===== src/rtl/fifo_stream_reader_pkg.sv =====
// Shared definitions for the FIFO stream reader: FIFO word width, read-port
// latency, buffer occupancy type and the occupancy projection helper.
package fifo_pkg;

    localparam int unsigned FIFO_DATA_W  = 18;
    localparam int unsigned READ_LATENCY = 1;

    typedef logic [1:0] occ_t;

    localparam occ_t OCC_MAX = 2'd2;

    // Words that will be held next cycle: buffered + arriving - leaving.
    function automatic logic [2:0] occ_after(input occ_t occ, input logic inflight, input logic pop);
        return {1'b0, occ} + {2'b00, inflight} - {2'b00, pop};
    endfunction

endpackage


===== src/rtl/fifo_stream_reader_if.sv =====
// Bundle of the FIFO read port and the valid/ready output stream.
// master: the reader block; slave: the FIFO and the downstream consumer.
interface fifo_stream_reader_if
    import fifo_pkg::*;
#(
    parameter int unsigned DATA_W = FIFO_DATA_W
);

    logic              fifo_rd_en;
    logic [DATA_W-1:0] fifo_dout;
    logic              fifo_empty;
    logic [DATA_W-1:0] m_data;
    logic              m_valid;
    logic              m_ready;

    modport master (
        output fifo_rd_en,
        input  fifo_dout,
        input  fifo_empty,
        output m_data,
        output m_valid,
        input  m_ready
    );

    modport slave (
        input  fifo_rd_en,
        output fifo_dout,
        output fifo_empty,
        input  m_data,
        input  m_valid,
        output m_ready
    );

endinterface


===== src/rtl/fifo_stream_reader_skid_buf2.sv =====
// Two-entry in-order word buffer. head is the oldest word; a push and a pop
// in the same cycle both take effect, the pushed word queuing behind any
// remaining entry. The caller guarantees no push when full and no pop when
// empty.
module skid_buf2
    import fifo_pkg::*;
#(
    parameter int unsigned DATA_W = FIFO_DATA_W
) (
    input  logic              clk,
    input  logic              rst,
    input  logic              push,
    input  logic [DATA_W-1:0] push_data,
    input  logic              pop,
    output occ_t              occ,
    output logic [DATA_W-1:0] head
);

    logic [DATA_W-1:0] tail;

    // Occupancy and the two storage slots; head reads 0 until the first push.
    always_ff @(posedge clk) begin
        if (rst) begin
            occ  <= '0;
            head <= '0;
            tail <= '0;
        end else begin
            case ({push, pop})
                2'b10: begin
                    if (occ == 2'd0) begin
                        head <= push_data;
                    end else begin
                        tail <= push_data;
                    end
                    occ <= occ + 2'd1;
                end
                2'b01: begin
                    if (occ == OCC_MAX) begin
                        head <= tail;
                    end
                    occ <= occ - 2'd1;
                end
                2'b11: begin
                    if (occ == OCC_MAX) begin
                        head <= tail;
                        tail <= push_data;
                    end else begin
                        head <= push_data;
                    end
                end
                default: begin
                end
            endcase
        end
    end

endmodule


===== src/rtl/fifo_stream_reader.sv =====
// Drains a synchronous FIFO read port (data one cycle after the read strobe)
// into a valid/ready stream through a two-entry buffer. Reads are issued only
// while buffered plus in-flight words stay below two after this cycle's pop.
// Optional feature: define READER_CNT_EN to add the words_out delivered-word
// counter port (wraps modulo 2^CNT_W).
module fifo_stream_reader
    import fifo_pkg::*;
#(
    parameter int unsigned DATA_W = FIFO_DATA_W,
    parameter int unsigned CNT_W  = 32
) (
    input  logic                  clk_100MHz,
    input  logic                  reset_rtl_0,
    fifo_stream_reader_if.master  bus
`ifdef READER_CNT_EN
    ,
    output logic [CNT_W-1:0]      words_out
`endif
);

    occ_t                    occ;
    logic [DATA_W-1:0]       head;
    logic [READ_LATENCY-1:0] rd_pipe;
    logic                    inflight;
    logic                    valid;
    logic                    pop;
    logic                    rd_en;

    assign inflight = rd_pipe[READ_LATENCY-1];

    // Outputs are held inactive during the reset cycle regardless of old state.
    assign valid = (occ != '0) && !reset_rtl_0;
    assign pop   = valid && bus.m_ready;
    assign rd_en = !reset_rtl_0 && !bus.fifo_empty && (occ_after(occ, inflight, pop) < 3'd2);

    assign bus.fifo_rd_en = rd_en;
    assign bus.m_valid    = valid;
    assign bus.m_data     = head;

    // Track the read issued last cycle; its data is on fifo_dout this cycle.
    always_ff @(posedge clk_100MHz) begin
        if (reset_rtl_0) begin
            rd_pipe <= '0;
        end else begin
            rd_pipe <= READ_LATENCY'({rd_pipe, rd_en});
        end
    end

    skid_buf2 #(
        .DATA_W (DATA_W)
    ) u_buf (
        .clk       (clk_100MHz),
        .rst       (reset_rtl_0),
        .push      (inflight),
        .push_data (bus.fifo_dout),
        .pop       (pop),
        .occ       (occ),
        .head      (head)
    );

`ifdef READER_CNT_EN
    // Count every accepted output word.
    always_ff @(posedge clk_100MHz) begin
        if (reset_rtl_0) begin
            words_out <= '0;
        end else if (pop) begin
            words_out <= words_out + 1'b1;
        end
    end
`endif

endmodule

===== src/flat_wrapper.sv =====
// flat-port wrapper written by rule: the top's interface ports become plain ports
module fifo_stream_reader_flat import fifo_pkg::*;
#(
    parameter int unsigned DATA_W = FIFO_DATA_W,
    parameter int unsigned CNT_W  = 32
)
  (clk_100MHz, reset_rtl_0, bus_fifo_rd_en, bus_fifo_dout, bus_fifo_empty, bus_m_data, bus_m_valid, bus_m_ready);
  fifo_stream_reader_if #(.DATA_W(DATA_W)) bus_i ();
  input  logic clk_100MHz;
  input  logic reset_rtl_0;
  output wire logic [$bits(bus_i.fifo_rd_en)-1:0] bus_fifo_rd_en;
  input wire logic [$bits(bus_i.fifo_dout)-1:0] bus_fifo_dout;
  input wire logic [$bits(bus_i.fifo_empty)-1:0] bus_fifo_empty;
  output wire logic [$bits(bus_i.m_data)-1:0] bus_m_data;
  output wire logic [$bits(bus_i.m_valid)-1:0] bus_m_valid;
  input wire logic [$bits(bus_i.m_ready)-1:0] bus_m_ready;
  assign bus_fifo_rd_en = bus_i.fifo_rd_en;
  assign bus_i.fifo_dout = bus_fifo_dout;
  assign bus_i.fifo_empty = bus_fifo_empty;
  assign bus_m_data = bus_i.m_data;
  assign bus_m_valid = bus_i.m_valid;
  assign bus_i.m_ready = bus_m_ready;
  fifo_stream_reader #(.DATA_W(DATA_W), .CNT_W(CNT_W)) u_core (.clk_100MHz(clk_100MHz), .reset_rtl_0(reset_rtl_0), .bus(bus_i));
endmodule

===== config.mk =====
export PLATFORM = sky130hd
export DESIGN_NAME = fifo_stream_reader_flat
export DESIGN_NICKNAME = d
export VERILOG_FILES = /design/src/rtl/fifo_stream_reader_pkg.sv /design/src/rtl/fifo_stream_reader_if.sv /design/src/rtl/fifo_stream_reader_skid_buf2.sv /design/src/rtl/fifo_stream_reader.sv /design/src/flat_wrapper.sv
export SDC_FILE = /design/constraint.sdc
export NUM_CORES = 1
export LEC_CHECK = 0
export BUFFER_PORTS_ARGS = -buffer_cell sky130_fd_sc_hd__buf_2
export CAP_MARGIN = 20
export CORE_ASPECT_RATIO = 0.8
export CORE_MARGIN = 2
export CORE_UTILIZATION = 30
export DETAILED_ROUTE_END_ITERATION = 10
export HOLD_SLACK_MARGIN = 0.03
export PLACE_DENSITY = 0.55
export SETUP_SLACK_MARGIN = 0.05
export SLEW_MARGIN = 20
export SYNTH_ARGS = -nofsm -noshare
export SYNTH_HDL_FRONTEND = slang
export SYNTH_SLANG_ARGS = --single-unit

===== constraint.sdc =====
create_clock -name clk_100MHz -period 5.9 [get_ports clk_100MHz]
set_clock_uncertainty 0.2 [all_clocks]
set_input_delay 0.885 -clock clk_100MHz [delete_from_list [all_inputs] [get_ports clk_100MHz]]
set_output_delay 0.885 -clock clk_100MHz [all_outputs]
set_load 0.02 [all_outputs]

==> out/results.tsv, run 1 <==
stage	metric	value	unit
cells_and_area	fill_cells	624	
timing	max_freq	0.241	GHz
floorplan	fp-row-count	25	
power	p_per_area	330	mW/mm2
global_route	grt_pass1_vias	1274	
cells_and_area	nets	235	
timing	hold_viol_final	0	
cts	htree_levels	2	
cts	clkSinkCount	39	
global_route	met3_usage	3.08	%
yosys	synth_area_leaders	dfxtp_1, mux2i_1, a211oi_2, nor2_1, a211oi_1	
timing	whs	0.295	ns
cts	clk_path_buf_depth	2	
global_route	grt_pass1_wl	5700	um
power	p_int	0.467	mW
floorplan	die-height	73.3	um
timing	tightest_slew	0.981	ns
timing	slew_violations	0	
worst_hold_path	hold_path.class	flip-flop to flip-flop	
placed_design	place_area	0.00204	mm2
cells_and_area	design_area	0.00212	mm2
cts	postCtsHoldBufs	0	
global_route	grt.total_usage	10.7	%
cells_and_area	multi_input_area	917	um2
yosys	synth-main-ff-cell	dfxtp_1	
timing	rsz0062_at_grt	false	
placed_design	dp_slack	1.71	ns
floorplan	core	0.00585	mm2
critical_path	cp-start-kind	input port	
drt	num_vias	1301	
power	combPwrFrac	29.8	%
global_route	grt_max_degree	46	
drt	post-route-drc-count	0	
power	p_seq_share	45.9	%
critical_path	end_kind	output port	
yosys	syn_inst	172	
power	p_clk_share	24.2	%
global_route	grt_use_met2	18.0	%
timing	layout_setup_ws	1.74	ns
drt	drt-pass1-iter-count	4	
cells_and_area	area_delta_synth_final	17.7	%
cts	cts_root_buf	clkbuf_8	
cts	cts_setup_buffers	0	
cells_and_area	final_util	36.2	%
cts	cts_tree	built	
yosys	ys_types	26	
drt	via_per_inst	4.46	
global_route	antenna_found_initial	0	
cts	clkTransAtPathRegs	0.07	ns
floorplan	fp.dieArea	0.00664	mm2
timing	maxSlewHeadroom	34.6	%
outcome	status	completed	
placed_design	numPortBuffers	41	
power	ir_drop	0.112	mV
power	leakage	1.09	nW
placed_design	post-dp-hpwl	2240	um
critical_path	cp.arrival	3.07	ns
critical_path	worstPathRequired	4.82	ns
yosys	syn_nets	197	
drt	drt_wl_total	3330	um
cells_and_area	diodes	0	
floorplan	io_pins	42	
floorplan	initial_utilization	30.8	%
global_route	busiest_layer	met2	
power	swShare	33.2	%
critical_path	worstSetupPathType	input port to output port	
drt	wl_per_cell	11.4	um
yosys	synth-seq-area-share	43.4	%
yosys	synth-async-reset-ratio	0	%
timing	finalSetupViolations	0	
global_route	met1_usage	13.5	%
cts	numCtsBuffers	5	
timing	finalCriticalPeriod	4.16	ns
cts	worstSkewPairLatency	0.28	ns
job	maxCapViolCount	0	
critical_path	cp_max_fo	45	
global_route	grt-ovfl-total	0	
timing	setup_tns	0	ns
cells_and_area	seq_area	781	um2
cts	ctsResizeCount	0	
yosys	synth_top_area_cell	dfxtp_1	
yosys	synth_edf_count	0	
yosys	synthTopCellsByCount	dfxtp_1, nor2_1, mux2i_1	
drt	postRouteAntennaNets	0	
yosys	syn_area	0.00180	mm2
drt	drtIter0Drc	37	
yosys	syn_area_per_cell	10.5	um2
yosys	yosysWarnings	0	
power	p_sw	0.233	mW
cells_and_area	drive_above_1_share	31.3	%
floorplan	die_w	90.6	um
timing	timing.final.crit_share	70.5	%
placed_design	routabilityCongestion	0.706	
yosys	ys_seq_elements	39	
yosys	synth_top_area_share	43.4	%
## area by class of cell
type | count | area share [%]
clock buffer | 7 | 3.60
clock inverter | 1 | 0.236
inverter | 3 | 0.531
multi-input combinational | 117 | 43.3
sequential | 39 | 36.8
tap | 81 | 4.78
timing repair buffer | 44 | 10.7
## routing by layer
layer | wire (um) | up-vias
met2 | 1470 | 27
met1 | 1690 | 599
met3 | 148 | 2
met4 | 27 | 0
met5 | 0 | -
li1 | - | 673
## final timing paths
kind	start	cells after the start	endpoint	slack, ns
min	u_core.u_buf.tail[1]	2	u_core.u_buf.tail[1]	0.29
max	reset_rtl_0	10	bus_fifo_rd_en	1.74
max reg2reg	u_core.u_buf.occ[0]	7	u_core.u_buf.head[4]	3.02
min reg2reg	u_core.u_buf.tail[1]	2	u_core.u_buf.tail[1]	0.29
## cells by family after synthesis
group,share of synthesized area (%)
compound gates,14.2
xor+xnor,0.973
fa+ha+maj,2.50
buf+inv,5.70
flops,43.4
mux,20.6
simple gates,12.6
## cell usage in the layout, fill, tap and decap left out
cell type,Yosys,final
xnor2_1,1,1
mux2_2,1,1
a211oi_2,12,12
ha_1,2,2
nor2_2,2,2
inv_1,3,3
nor4b_1,2,2
xor2_1,1,1
clkbuf_1,4,2
and4b_1,1,1
nor2b_1,3,3
nor2_1,39,39
a22oi_1,1,1
o21ai_0,2,2
a211o_1,1,1
a211oi_1,6,6
nand3b_1,2,2
buf_4,5,3
o21a_1,1,1
fa_1,1,1
a311oi_4,1,1
nand2_1,2,2
clkinv_2,0,1
buf_2,1,41
dfxtp_1,39,39
mux2i_1,36,36
clkbuf_8,0,5
## power by group through the flow
stage | Combinational, mW | Clock [mW] | Sequential, mW
floorplan | 0.144 | 0 | 0.351
global placement | 0.212 | 0 | 0.327
detailed placement | 0.212 | 0 | 0.328
CTS | 0.212 | 0.180 | 0.322
global route | 0.232 | 0.191 | 0.326
finish | 0.209 | 0.169 | 0.321
## flip-flops by register name (all words and copies together) (netlist names)
register,count
u_core.u_buf.tail,18
u_core.u_buf.head,18
u_core.u_buf.occ,2
u_core.inflight,1
## per-stage QoR
stage / instances / power, mW
finish: 292 / 0.700
global placement: 284 / 0.539
detailed placement: 284 / 0.539
CTS: 292 / 0.714
global route: 292 / 0.749
floorplan: 172 / 0.495
## worst max-delay path: stages
cell     delay [ns]
buf_2          0.09
buf_4          0.27
nor2b_1        0.19
o21ai_0        0.17
ha_1           0.39
nand2_1        0.08
fa_1           0.38
xor2_1         0.16
nor4b_1        0.23
buf_2          0.21
(Power assumes the default switching activity.)
==> inputs of run 2 (changes only) <==
Settings changed: ABC_AREA set to 1, PLACE_DENSITY 0.55 to 0.54.
Clock period 5.9 ns to 4.2 ns, I/O delays scaled along.
==> out/results.tsv, run 2 <==
stage	metric	value	unit	change
floorplan	core	0.00679	mm2	+16%
yosys	synth.most_common_cell	nand2_1		
floorplan	fp.dieArea	0.00761	mm2	+15%
timing	layout_setup_ws	0.870	ns	-0.873 ns
cts	ctsResizeCount	0		unchanged
yosys	ys_seq_elements	39		unchanged
floorplan	initial_utilization	30.6	%	-0.17 points
yosys	syn_inst	328		+91%
timing	timing.final.crit_share	79.3	%	
worst_hold_path	hold_path.class	flip-flop to flip-flop		
outcome	status	completed		
critical_path	slowest_delay	0.48	ns	+0.09 ns
cts	clk_path_buf_depth	2		unchanged
yosys	synth_edf_count	0		unchanged
floorplan	die-height	78.4	um	+7.0%
critical_path	critical_path.most_common_cell	nand2_1		
global_route	grt_max_degree	40		-13%
timing	rsz0062_at_grt	false		
cells_and_area	top_regs	u_core.u_buf.head (18), u_core.u_buf.tail (18), u_core.u_buf.occ (2)		
drt	drt-pass1-iter-count	4		unchanged
cts	numCtsBuffers	5		unchanged
placed_design	dp_slack	0.983	ns	-0.723 ns
timing	maxSlewHeadroom	41.1	%	+6.5 points
yosys	synthTopCellsByCount	nand2_1, nor2_1, inv_1		
global_route	grt_pass1_wl	8240	um	+45%
drt	via_per_inst	4.37		-2.0%
cts	cts_root_buf	clkbuf_8		
critical_path	end_kind	output port		
global_route	busiest_layer	met2		
critical_path	cp_max_fo	6		-87%
drt	wl_per_cell	11.0	um	-3.7%
power	p_per_area	439	mW/mm2	+33%
cells_and_area	final_cell_mix	nand2_1, nor2_1, inv_1		
global_route	antenna_found_initial	0		unchanged
cts	clkTransAtPathRegs	0.08	ns	about the same
cells_and_area	diodes	0		unchanged
critical_path	cp_slowest_cell	dfxtp_1		
yosys	syn_area_per_cell	6.34	um2	-39%
cts	postCtsHoldBufs	0		unchanged
cts	cts_tree	built		
global_route	grt_pass1_vias	1748		+37%
critical_path	cp-start-kind	flip-flop		
global_route	met3_usage	4.19	%	+1.1 points
floorplan	io_pins	42		unchanged
yosys	synth_top_area_share	37.6	%	-5.8 points
power	ir_drop	0.118	mV	+6.1%
cts	worstSkewPairLatency	0.29	ns	about the same
yosys	synth-seq-area-share	37.6	%	-5.8 points
drt	post-route-drc-count	0		unchanged
global_route	grt-ovfl-total	0		unchanged
timing	slew_violations	0		unchanged
critical_path	worstPathRequired	3.37	ns	-1.45 ns
placed_design	numPortBuffers	41		unchanged
critical_path	worstSetupPathType	flip-flop to output port		
power	leakage	1.29	nW	+18%
cts	cts_setup_buffers	0		unchanged
timing	tightest_slew	0.881	ns	-0.101 ns
timing	setup_tns	0	ns	unchanged
timing	max_freq	0.300	GHz	
timing	finalCriticalPeriod	3.33	ns	
floorplan	die_w	97.1	um	+7.1%
power	total_power	1.05	mW	+50%
cells_and_area	nets	386		+64%
timing	finalSetupViolations	0		unchanged
yosys	synth-main-ff-cell	dfxtp_1		
cells_and_area	drive_above_1_share	16.3	%	-15 points
yosys	ys_types	23		-12%
cts	clkSinkCount	39		unchanged
yosys	synth_top_area_cell	dfxtp_1		
placed_design	routabilityCongestion	0.755		+6.9%
yosys	synth-async-reset-ratio	0	%	unchanged
timing	hold_viol_final	0		unchanged
cells_and_area	final_common_cell	nand2_1		
drt	postRouteAntennaNets	0		unchanged
floorplan	fp-row-count	27		+8.0%
global_route	met1_usage	17.6	%	+4.1 points
critical_path	cp.arrival	2.50	ns	-0.57 ns
cells_and_area	area_delta_synth_final	15.0	%	
job	maxCapViolCount	0		unchanged
yosys	yosysWarnings	0		unchanged
yosys	syn_nets	353		+79%
global_route	grt_use_met2	21.1	%	+3.1 points
critical_path	crit_path_cell_trace	nor2_2, nor2_2, nand2_1, ha_1, nand2_1, fa_1, nand2_1, nor3_1, buf_2		
cts	htree_levels	2		unchanged
drt	drt_wl_total	4920	um	+48%
yosys	syn_area	0.00208	mm2	+15%
global_route	grt.total_usage	13.4	%	+2.7 points
cells_and_area	fill_cells	742		+19%
yosys	synth_area_leaders	dfxtp_1, nand2_1, nor2_1, nand3_1, inv_1		
placed_design	post-dp-hpwl	3100	um	+39%
drt	num_vias	1957		+50%
drt	drtIter0Drc	124		+240%
-- run 2: changes by cell type after synthesis, moves of 5 or more --
cell      previous run  this run
nand2_1              2        99
mux2i_1             36         0
nand3_1              0        38
nor2_1              39        55
a211oi_1             6         0
a21oi_1              0        20
a211oi_2            12         0
inv_1                3        42
buf_2                1         6
-- run 2: where the power goes --
| group | switching (mW) | leakage, nW | total [mW] | internal, mW |
|---|---|---|---|---|
| combinational | 0.222 | 0.919 | 0.331 | 0.109 |
| sequential | 0.0320 | 0.319 | 0.459 | 0.427 |
| clock | 0.129 | 0.0470 | 0.258 | 0.129 |
-- run 2: through the flow --
step                      instance area, um2  util [%]  hold WS (ns)  instances
final                                   2390      35.2         0.284        448
after floorplan                         2080         -         0.252        328
after detailed placement                2300      33.9         0.268        441
after CTS                               2390      35.2         0.289        448
after global placement                  2300      33.9         0.260        441
after global routing                    2390      35.2         0.303        448
-- run 2: layer usage --
layer	vias to the layer above	share of wire, %
met3	4	6.5
met1	842	50
met4	0	1.1
met5	-	0
met2	46	42
li1	1065	-
-- run 2: path summary, 6_finish.rpt --
check / from / end / slack [ns] / cells after the start
setup / recovery: u_core.u_buf.occ[1] / bus_fifo_rd_en / 0.87 / 9
hold / removal: u_core.u_buf.tail[10] / u_core.u_buf.tail[10] / 0.28 / 2
setup reg to reg: u_core.u_buf.occ[1] / u_core.u_buf.head[9] / 1.86 / 8
hold reg to reg: u_core.u_buf.tail[10] / u_core.u_buf.tail[10] / 0.28 / 2
-- run 2: cell type report --
cell class	instances	area [um2]	area share, %
Tap cell	87	109	4.55
Inverter	43	161	6.75
Multi-Input combinational cell	229	1030	43.1
Sequential cell	39	781	32.7
Timing Repair Buffer	43	220	9.21
Clock inverter	1	5.00	0.209
Clock buffer	6	82.6	3.46
-- run 2: cell families after synthesis --
logic type / synth area share [%]
compound gates: 5.84
simple gates: 41.2
buf+inv: 12.8
fa+ha+maj: 2.17
flops: 37.6
xor+xnor: 0.422
-- run 2: critical path: cells and delay by family (launching register included) --
family / cells / cell delay [ns]
adder cells (fa/ha/maj): 2 / 0.87
flip-flops: 1 / 0.48
AND/OR/NAND/NOR: 6 / 0.68
buffers and inverters: 1 / 0.18
